`config.mk`:
```
export PLATFORM = sky130hd
export DESIGN_NAME = uart_tx_arbiter
export DESIGN_NICKNAME = d
export VERILOG_FILES = /design/src/rtl/uart_ctrl_pkg.sv /design/src/rtl/uart_rr_pick.sv /design/src/rtl/uart_tx_arbiter.sv
export SDC_FILE = /design/constraint.sdc
export NUM_CORES = 1
export LEC_CHECK = 0
export CAP_MARGIN = 0
export CORE_MARGIN = 2
export CORE_UTILIZATION = 44
export CTS_CLUSTER_SIZE = 30
export DETAILED_ROUTE_END_ITERATION = 16
export PLACE_DENSITY = 0.8
export SLEW_MARGIN = 20
export SYNTH_ARGS = -nofsm -noshare
export SYNTH_HDL_FRONTEND = slang
export SYNTH_SLANG_ARGS = --single-unit
```
`constraint.sdc`:
```
create_clock -name clk -period 2.64 [get_ports clk]
set_clock_uncertainty 0.2 [all_clocks]
set_input_delay 0.528 -clock clk [delete_from_list [all_inputs] [get_ports clk]]
set_output_delay 0.528 -clock clk [all_outputs]
set_load 0.005 [all_outputs]
```
`src/rtl/uart_ctrl_pkg.sv`:
```
// Shared types and defaults for controllers that multiplex byte streams onto one uart_tx.
// States, byte width and default sizing live here so sibling controllers agree on them.
package uart_ctrl_pkg;

  localparam int BYTE_W               = 8;
  localparam int NUM_REQ_DEFAULT      = 4;
  localparam int HOLD_TIMEOUT_DEFAULT = 1024;

  typedef enum logic [2:0] {
    IDLE,
    FETCH,
    START,
    WAIT_BUSY,
    WAIT_DONE
  } arb_state_t;

endpackage

```
`src/rtl/uart_rr_pick.sv`:
```
// Combinational round-robin picker: first set bit of req at or above ptr, wrapping to bit 0.
// Kept standalone so other shared-UART controllers can reuse the same fairness rule.
module uart_rr_pick
  import uart_ctrl_pkg::*;
#(
  parameter int N     = NUM_REQ_DEFAULT,
  parameter int IDX_W = $clog2(N)
) (
  input  logic [N-1:0]     req,
  input  logic [IDX_W-1:0] ptr,
  output logic [IDX_W-1:0] idx,
  output logic             any
);

  // Scan offsets from farthest to nearest so the closest candidate to ptr wins.
  always_comb begin : pick
    int                pos;
    logic [IDX_W-1:0]  cand;
    idx  = '0;
    any  = 1'b0;
    pos  = 0;
    cand = '0;
    for (int k = N - 1; k >= 0; k--) begin
      pos  = (int'(ptr) + k) % N;
      cand = IDX_W'(pos);
      if (req[cand]) begin
        idx = cand;
        any = 1'b1;
      end
    end
  end

endmodule

```
`src/rtl/uart_tx_arbiter.sv`:
```
// Packet-locked round-robin arbiter sharing one uart_tx serializer among NUM_REQ byte streams.
// The grant is held from the first byte until the byte marked last has finished transmitting.
module uart_tx_arbiter
  import uart_ctrl_pkg::*;
#(
  parameter int NUM_REQ      = NUM_REQ_DEFAULT,
  parameter int GNT_W        = $clog2(NUM_REQ),
  parameter int HOLD_TIMEOUT = HOLD_TIMEOUT_DEFAULT
) (
  input  logic                      clk,
  input  logic                      rst,
  input  logic [NUM_REQ-1:0]        req_valid,
  input  logic [BYTE_W*NUM_REQ-1:0] req_data,
  input  logic [NUM_REQ-1:0]        req_last,
  output logic [NUM_REQ-1:0]        req_ready,
  output logic [BYTE_W-1:0]         tx_data,
  output logic                      tx_send_en,
  input  logic                      tx_busy,
  input  logic                      tx_done,
  output logic [NUM_REQ-1:0]        gnt,
  output logic                      pkt_done,
  output logic [GNT_W-1:0]          pkt_id,
  output logic                      err_timeout
);

  localparam int                HCNT_W    = $clog2(HOLD_TIMEOUT);
  localparam logic [HCNT_W-1:0] HOLD_LAST = HCNT_W'(HOLD_TIMEOUT - 1);
  localparam logic [GNT_W-1:0]  LAST_IDX  = GNT_W'(NUM_REQ - 1);

  arb_state_t          state, state_next;
  logic [GNT_W-1:0]    rr_ptr, gnt_idx, gnt_idx_inc, pick_idx;
  logic                pick_any;
  logic [HCNT_W-1:0]   hold_cnt;
  logic                last_q;
  logic                accept;
  logic                sel_valid, sel_last;
  logic [BYTE_W-1:0]   sel_byte;

  uart_rr_pick #(
    .N     (NUM_REQ),
    .IDX_W (GNT_W)
  ) u_pick (
    .req (req_valid),
    .ptr (rr_ptr),
    .idx (pick_idx),
    .any (pick_any)
  );

  assign gnt_idx_inc = (gnt_idx == LAST_IDX) ? '0 : gnt_idx + 1'b1;

  // Only the locked owner's lane is ever looked at; everyone else is invisible while locked.
  always_comb begin
    sel_valid = 1'b0;
    sel_last  = 1'b0;
    sel_byte  = '0;
    for (int i = 0; i < NUM_REQ; i++) begin
      if (gnt_idx == GNT_W'(i)) begin
        sel_valid = req_valid[i];
        sel_last  = req_last[i];
        sel_byte  = req_data[i*BYTE_W +: BYTE_W];
      end
    end
  end

  always_ff @(posedge clk) begin
    if (rst) state <= IDLE;
    else     state <= state_next;
  end

  always_comb begin
    state_next  = state;
    req_ready   = '0;
    gnt         = '0;
    tx_send_en  = 1'b0;
    pkt_done    = 1'b0;
    pkt_id      = '0;
    err_timeout = 1'b0;
    accept      = 1'b0;
    for (int i = 0; i < NUM_REQ; i++) begin
      gnt[i] = (state != IDLE) && (gnt_idx == GNT_W'(i));
    end
    case (state)
      IDLE: begin
        if (pick_any) state_next = FETCH;
      end
      FETCH: begin
        for (int i = 0; i < NUM_REQ; i++) begin
          req_ready[i] = (gnt_idx == GNT_W'(i)) && req_valid[i];
        end
        accept = sel_valid;
        if (sel_valid) begin
          state_next = START;
        end else if (hold_cnt == HOLD_LAST) begin
          err_timeout = 1'b1;
          pkt_id      = gnt_idx;
          state_next  = IDLE;
        end
      end
      START: begin
        tx_send_en = 1'b1;
        state_next = WAIT_BUSY;
      end
      WAIT_BUSY: begin
        if (tx_busy) state_next = WAIT_DONE;
      end
      WAIT_DONE: begin
        if (tx_done) begin
          if (last_q) begin
            pkt_done   = 1'b1;
            pkt_id     = gnt_idx;
            state_next = IDLE;
          end else begin
            state_next = FETCH;
          end
        end
      end
      default: state_next = IDLE;
    endcase
  end

  // Pointer advances past the owner on either release so a stalled requester cannot hog the UART.
  always_ff @(posedge clk) begin
    if (rst) begin
      rr_ptr   <= '0;
      gnt_idx  <= '0;
      tx_data  <= '0;
      hold_cnt <= '0;
      last_q   <= 1'b0;
    end else begin
      if (state == IDLE && pick_any) gnt_idx <= pick_idx;
      if (accept) begin
        tx_data  <= sel_byte;
        last_q   <= sel_last;
        hold_cnt <= '0;
      end else if (state == FETCH) begin
        hold_cnt <= err_timeout ? '0 : hold_cnt + 1'b1;
      end
      if (pkt_done || err_timeout) rr_ptr <= gnt_idx_inc;
    end
  end

endmodule

```
==> results of run 1 <==
through the flow:
| stage | instances | cell area (um^2) | utilization, % | setup WS [ps] |
|---|---|---|---|---|
| detailed placement | 336 | 2580 | 68.9 | -335 |
| finish | 351 | 2830 | 75.5 | 38.0 |
| floorplan | 211 | 1740 | - | 380 |
| global route | 351 | 2830 | 75.5 | -15.4 |
| global placement | 336 | 2580 | 68.9 | -280 |
| CTS | 350 | 2770 | 73.9 | -1.21 |
layer usage:
metal,up-vias,routed length [um],track usage [%]
met5,-,0,0
met4,0,101,9.18
met3,10,267,3.72
met2,62,2700,45.6
met1,918,2220,28.9
li1,975,-,-
registers in the layout, summed over array words and instances (netlist names):
register	cells
rr_ptr	2
last_q	1
tx_data	8
hold_cnt	10
gnt_idx	2
state	3
worst paths after layout:
path,startpoint,endpoint,slack (ps),cells past startpoint
setup / recovery,gnt_idx[0]$_SDFFE_PP0P_,req_ready[3],40,5
hold / removal,tx_data[2]$_SDFFE_PP0P_,tx_data[2]$_SDFFE_PP0P_,300,2
setup reg to reg,gnt_idx[1]$_SDFFE_PP0P_,last_q$_SDFFE_PP0P_,160,12
hold reg to reg,tx_data[2]$_SDFFE_PP0P_,tx_data[2]$_SDFFE_PP0P_,300,2
cells in the final DEF, fill, tap and decap left out, types with 2 or more instances in the layout:
cell	synthesis	routed
ha_2	0	2
nor3b_2	1	2
nand2b_1	3	3
clkdlybuf4s50_1	0	58
xnor2_1	5	5
a21oi_1	26	24
dlygate4sd2_1	0	3
nor4_2	2	2
a22oi_1	9	9
a211oi_1	10	6
a21o_1	2	2
nand2_1	8	8
dfxtp_4	0	2
inv_4	0	2
and3_1	4	4
clkbuf_8	0	3
inv_1	16	14
nand4_1	3	3
nor3_1	12	12
nor2b_1	7	7
xor2_1	3	3
a21oi_2	2	4
a211o_1	3	3
ha_4	0	2
nand3b_1	2	2
mux2i_1	3	3
a221o_1	9	9
dfxtp_1	26	24
a211oi_2	0	4
clkbuf_2	0	3
nor2_1	7	7
nand4b_1	4	4
nand3_1	3	3
or3_1	2	2
nor3_2	3	3
buf_4	1	35
buf_6	2	4
worst max-delay path: cells and delay by family, from the launching register on:
family	cells	cell delay, ps
and+or+nand+nor	1	160
adders and majority gates	1	230
buffers and inverters	3	810
DFF	1	400
power breakdown:
group | internal (mW) | total, mW | switching (mW)
Combinational | 0.273 | 0.494 | 0.220
Sequential | 0.422 | 0.448 | 0.0264
Clock | 0.203 | 0.329 | 0.126
cell families after synthesis:
kind of cell	Yosys count	synth area share, %
adder cells (fa/ha/maj)	5	3.59
XOR/XNOR	8	4.02
flip-flops	26	29.9
AND/OR/NAND/NOR	68	24.2
AO/OA/AOI/OAI	68	27.8
multiplexers	4	2.37
buffers and inverters	32	8.12
final cells by class:
class	instances	area (um^2)
timing repair buffer	104	950
sequential	26	528
clock buffer	3	41.3
clock inverter	1	30.0
inverter	16	65.1
fill	266	916
tap	48	60.1
multi-input combinational	153	1150
repair_timing:
item / in CTS / in global routing
gates resized for setup: 22 / 21
setup buffers: 10 / 2
endpoints found under the setup margin: 4 / 14
endpoints found under the hold margin: 0 / 0
cloned: 0 / 1
pin swaps: 4 / 13
==> flow_metrics.env, run 1 <==
export IMPL_status="completed"
export IMPL_routed_wl_um=5290
export IMPL_grt_setup_unrepaired="true"
export IMPL_slowest_delay_ps=520
export IMPL_routed_via_count=1965
export IMPL_peak_supply_drop_mv=0.261
export IMPL_critPathLaunchType="flip-flop"
export IMPL_gr_usage_all_layers_pct=24.9
export IMPL_antenna_found_initial=0
export IMPL_overflow_left_after_global_routing=0
export IMPL_critical_path_peak_fanout=22
export IMPL_ys_ff_latch=26
export IMPL_predominant_post_synthesis_flop_cell="dfxtp_1"
export IMPL_syn_nets=260
export IMPL_ant_nets=0
export IMPL_finalPower_mw=1.27
export IMPL_max_cap_violations=0
export IMPL_clock_sink_count=26
export IMPL_asyncSetResetFlopFracSynth_pct=0
export IMPL_max_clock_freq_mhz=384
export IMPL_worstHoldPathType="reg -> reg"
export IMPL_cts_buffer_depth=2
export IMPL_min_cycle_time_layout_ps=2600
export IMPL_drive_above_1_share_pct=23.4
export IMPL_fp_dieW_um=66.9
export IMPL_routed_via_density=5.60
export IMPL_setup_total_negative_slack_ps=0
export IMPL_post_synth_top_area_cell="dfxtp_1"
export IMPL_worst_setup_hold_path_clk_slew_ps=90
export IMPL_antenna_cells_inserted=0
export IMPL_syn_avg_cell_area_um2=8.25
export IMPL_critPathCaptureType="output port"
export IMPL_number_of_levels_in_the_clock_h_tree=1
export IMPL_worst_endpoint_required_ps=1910
export IMPL_grt_start_max_net_pins=23
export IMPL_critPathKind="reg -> out"
export IMPL_worstMarginPinSlew_ps=624
export IMPL_final_hold_vios=0
export IMPL_synth_top_area_share_pct=29.9
export IMPL_drc=0
export IMPL_syn_cell_area_um2=1740
export IMPL_ys_warn_count=0
export IMPL_start_util_pct=46.5
export IMPL_power_static_leakage_nw=1.11
export IMPL_worstPathArrival_ps=1870
export IMPL_fp_dieH_um=66.9
export IMPL_nNetsFinal=353
export IMPL_dp_final_hpwl_um=3700
export IMPL_synth_seq_area_share_pct=29.9
export IMPL_initialDrtViolationCount=43
export IMPL_top_level_ports=65
export IMPL_holdBufCountCts=0
export IMPL_crit_path_cell_trace="ha_2 > buf_4 > buf_12 > and3_1 > clkdlybuf4s50_1"
export IMPL_timing_max_slew_rel_slack_pct=58.3
export IMPL_number_of_global_route_vias_before_repair=1897
export IMPL_flow_area_growth_from_synthesis_pct=62.4
export IMPL_post_synth_inst_count=211
export IMPL_numCtsBuffers=3
export IMPL_timing_max_transition_violations_final=0
export IMPL_cts_root_buf="clkbuf_8"
export IMPL_finalHoldWorstSlack_ps=298
export IMPL_number_of_failing_setup_endpoints_in_the_final_timing_report=0
export IMPL_synth_edf_count=0
export IMPL_yosysUniqueCellTypes=47
export IMPL_grt_first_pass_wirelength_um=8610
export IMPL_dr_pass1_iters=4
export IMPL_core_area_um2=3740
export IMPL_die_area_um2=4480
export IMPL_cp_slowest_cell="clkdlybuf4s50_1"
export IMPL_post_drt_wl_per_cell_um=15.1
export IMPL_gp_congestion=0.866
export IMPL_final_min_period_over_clock_period_pct=98.6
export IMPL_port_buffer_count=64
export IMPL_clkLatencyLatePin_ps=270
export IMPL_power_per_cell_area_nw_per_um2=449
export IMPL_rows=22
export IMPL_top_cells_by_area_in_the_synthesized_netlist="dfxtp_1 (30%), a21oi_1 (7.5%), a221o_1 (5.2%), a211oi_1 (4.3%), a22oi_1 (3.9%)"
export IMPL_tritoncts="built"
export IMPL_synthTopCellsByCount="a21oi_1 (26), dfxtp_1 (26), inv_1 (16)"
No activity file was read; power rests on OpenSTA's default activity.
==> inputs of run 2 (changes only) <==
--- a/config.mk
+++ b/config.mk
@@ -6,7 +6,7 @@
 export NUM_CORES = 1
 export LEC_CHECK = 0
 export CAP_MARGIN = 0
-export CORE_MARGIN = 2
+export CORE_MARGIN = 5
 export CORE_UTILIZATION = 44
 export CTS_CLUSTER_SIZE = 30
 export DETAILED_ROUTE_END_ITERATION = 16
==> constraint.sdc (replaced) <==
create_clock -name clk -period 2.8 [get_ports clk]
set_clock_uncertainty 0.2 [all_clocks]
set_input_delay 0.56 -clock clk [delete_from_list [all_inputs] [get_ports clk]]
set_output_delay 0.56 -clock clk [all_outputs]
set_load 0.005 [all_outputs]
==> run 2 against run 1 <==
- wire length is 5.6% lower
- worst setup slack better by 23 ps
- clock-buffer cell count unchanged
- non-clock buffer count decreased by 13
- cell area shrank 6.9%
- critical endpoint is now pkt_id[1]
==> flow_metrics.env, run 2 (synthesized netlist as in run 1, its figures left out) <==
export IMPL_status="completed"
export IMPL_final_hold_vios=0
export IMPL_grt_setup_unrepaired="false"
export IMPL_routed_wl_um=5000
export IMPL_post_drt_wl_per_cell_um=14.8
export IMPL_biggestRegsByFlops="hold_cnt (10), tx_data (8), state (3)"
export IMPL_drive_above_1_share_pct=17.0
export IMPL_numCtsBuffers=3
export IMPL_peak_supply_drop_mv=0.228
export IMPL_clock_power_share_pct=20.3
export IMPL_antenna_found_initial=0
export IMPL_tritoncts="built"
export IMPL_netSwitchingFraction_pct=30.9
export IMPL_max_flop_register="hold_cnt"
export IMPL_internal_power_uw=720
export IMPL_fp_dieW_um=72.9
export IMPL_dr_pass1_iters=4
export IMPL_number_of_global_route_vias_before_repair=1730
export IMPL_setup_total_negative_slack_ps=0
export IMPL_critical_path_peak_fanout=4
export IMPL_max_cap_violations=0
export IMPL_flow_area_growth_from_synthesis_pct=51.1
export IMPL_ant_nets=0
export IMPL_gp_congestion=0.828
export IMPL_r2r_slack_ps=410
export IMPL_number_of_failing_setup_endpoints_in_the_final_timing_report=0
export IMPL_finalHoldWorstSlack_ps=315
export IMPL_fillerInstances=315
export IMPL_holdPathStages=2
export IMPL_layout_area_seq_um2=528
export IMPL_rows=22
export IMPL_timing_max_transition_violations_final=0
export IMPL_worstHoldPathType="reg -> reg"
export IMPL_number_of_levels_in_the_clock_h_tree=1
export IMPL_timing_rr_end="hold_cnt[8]$_SDFFE_PP0P_"
export IMPL_r2r_cells=9
export IMPL_top_level_ports=65
export IMPL_final_min_period_over_clock_period_pct=97.8
export IMPL_final_util_pct=70.3
export IMPL_worst_hold_path_endpoint="hold_cnt[0]$_SDFFE_PP0P_"
export IMPL_timing_max_slew_rel_slack_pct=64.8
export IMPL_power_static_leakage_nw=1.03
export IMPL_dp_final_hpwl_um=3700
export IMPL_cts_buffer_depth=2
export IMPL_worstPathArrival_ps=1980
export IMPL_fp_dieH_um=72.9
export IMPL_largest_register_ffs=10
export IMPL_placed_cells=330
export IMPL_core_area_um2=3740
export IMPL_clock_sink_count=26
export IMPL_multi_input_comb_area_um2=1100
export IMPL_critPathCaptureType="output port"
export IMPL_regToRegStartpoint="gnt_idx[1]$_SDFFE_PP0P_"
export IMPL_nNetsFinal=340
export IMPL_power_net_switching_uw=323
export IMPL_worst_endpoint_required_ps=2040
export IMPL_port_buffer_count=64
export IMPL_critPathLaunchType="flip-flop"
export IMPL_min_delay_start="hold_cnt[0]$_SDFFE_PP0P_"
export IMPL_antenna_cells_inserted=0
export IMPL_die_area_um2=5320
export IMPL_gr_usage_all_layers_pct=18.2
export IMPL_layout_common_cells="clkdlybuf4s50_1 (57), buf_4 (27), a21oi_1 (26), dfxtp_1 (24), inv_1 (15)"
export IMPL_p_seq_share_pct=40.7
export IMPL_start_util_pct=46.5
export IMPL_initialDrtViolationCount=151
export IMPL_worstMarginPinSlew_ps=528
export IMPL_power_per_cell_area_nw_per_um2=396
export IMPL_routed_via_count=1839
export IMPL_holdBufCountCts=0
export IMPL_comb_power_share_pct=39.0
export IMPL_clkLatencyLatePin_ps=270
export IMPL_grt_start_max_net_pins=21
export IMPL_routed_via_density=5.46
export IMPL_min_cycle_time_layout_ps=2740
export IMPL_cts_root_buf="clkbuf_8"
export IMPL_max_clock_freq_mhz=365
export IMPL_overflow_left_after_global_routing=0
export IMPL_critPathKind="reg -> out"
export IMPL_final_cells=337
export IMPL_grt_first_pass_wirelength_um=7870
export IMPL_worst_setup_hold_path_clk_slew_ps=90
export IMPL_drc=0
export IMPL_layout_commonest_cell="clkdlybuf4s50_1"
==> run 2: changes by cell type in the layout (fill, tap and decap cells not counted), sizes merged <==
cell	previous run	this run
dlymetal6s2s	0	2
clkbuf	6	4
clkdlybuf4s50	58	57
clkdlybuf4s15	0	1
buf	40	27
bufinv	1	0
==> run 2: repair_timing <==
| action | CTS | global route |
|---|---|---|
| setup buffers | 4 | 0 |
| gates resized for setup | 11 | 10 |
| setup endpoints to repair | 3 | 3 |
| pin swaps | 4 | 2 |
==> run 2: final cells by class <==
class | count | area share, %
flip-flops and latches | 26 | 20.1
repair buffers | 91 | 31.9
multi-input cells | 153 | 41.9
clock buffers | 3 | 1.57
inverters | 16 | 2.28
well taps | 48 | 2.28
==> run 2: per-layer routing <==
metal  up-vias  track usage, %  wire, um
li1        943               -         -
met1       815            24.9      2330
met2        77            29.0      2230
met3         4            3.72       410
met4         0            4.92        32
met5         -               0         0
==> run 2: worst max path at each step <==
| stage | startpoint | to | slack [ps] |
|---|---|---|---|
| 2_1_floorplan | gnt_idx[1]$_SDFFE_PP0P_ | pkt_id[0] | 510 |
| 3_3_place_gp | req_valid[1] | pkt_id[1] | -190 |
| 3_5_place_dp | req_valid[1] | pkt_id[1] | -270 |
| 4_1_cts | req_valid[3] | err_timeout | 30 |
| 5_1_grt | gnt_idx[1]$_SDFFE_PP0P_ | pkt_id[1] | 20 |
| 6_report | gnt_idx[1]$_SDFFE_PP0P_ | pkt_id[1] | 60 |
==> run 2: stage by stage <==
step | instance area [um^2] | total power, mW | worst slack (ps)
5_1_grt | 2630 | 1.10 | 15.3
2_1_floorplan | 1740 | 0.641 | 508
4_1_cts | 2610 | 1.04 | 34.3
3_5_place_dp | 2530 | 0.826 | -267
3_3_place_gp | 2530 | 0.824 | -191
6_report | 2630 | 1.04 | 61.2
==> run 2: power by group through the flow <==
stage	combinational [mW]	clock (mW)	sequential (mW)
after floorplan	0.219	0	0.422
final	0.407	0.211	0.425
after CTS	0.404	0.212	0.425
after global placement	0.392	0	0.432
after detailed placement	0.393	0	0.432
after global routing	0.444	0.224	0.429
==> run 2: critical path, cell delays in order, from the launching register on <==
cell,delay (ps)
dfxtp_4,380
inv_2,50
ha_2,190
nand3b_1,190
a221o_1,350
a21oi_2,180
buf_4,140
nor2_1,40
clkdlybuf4s15_1,190
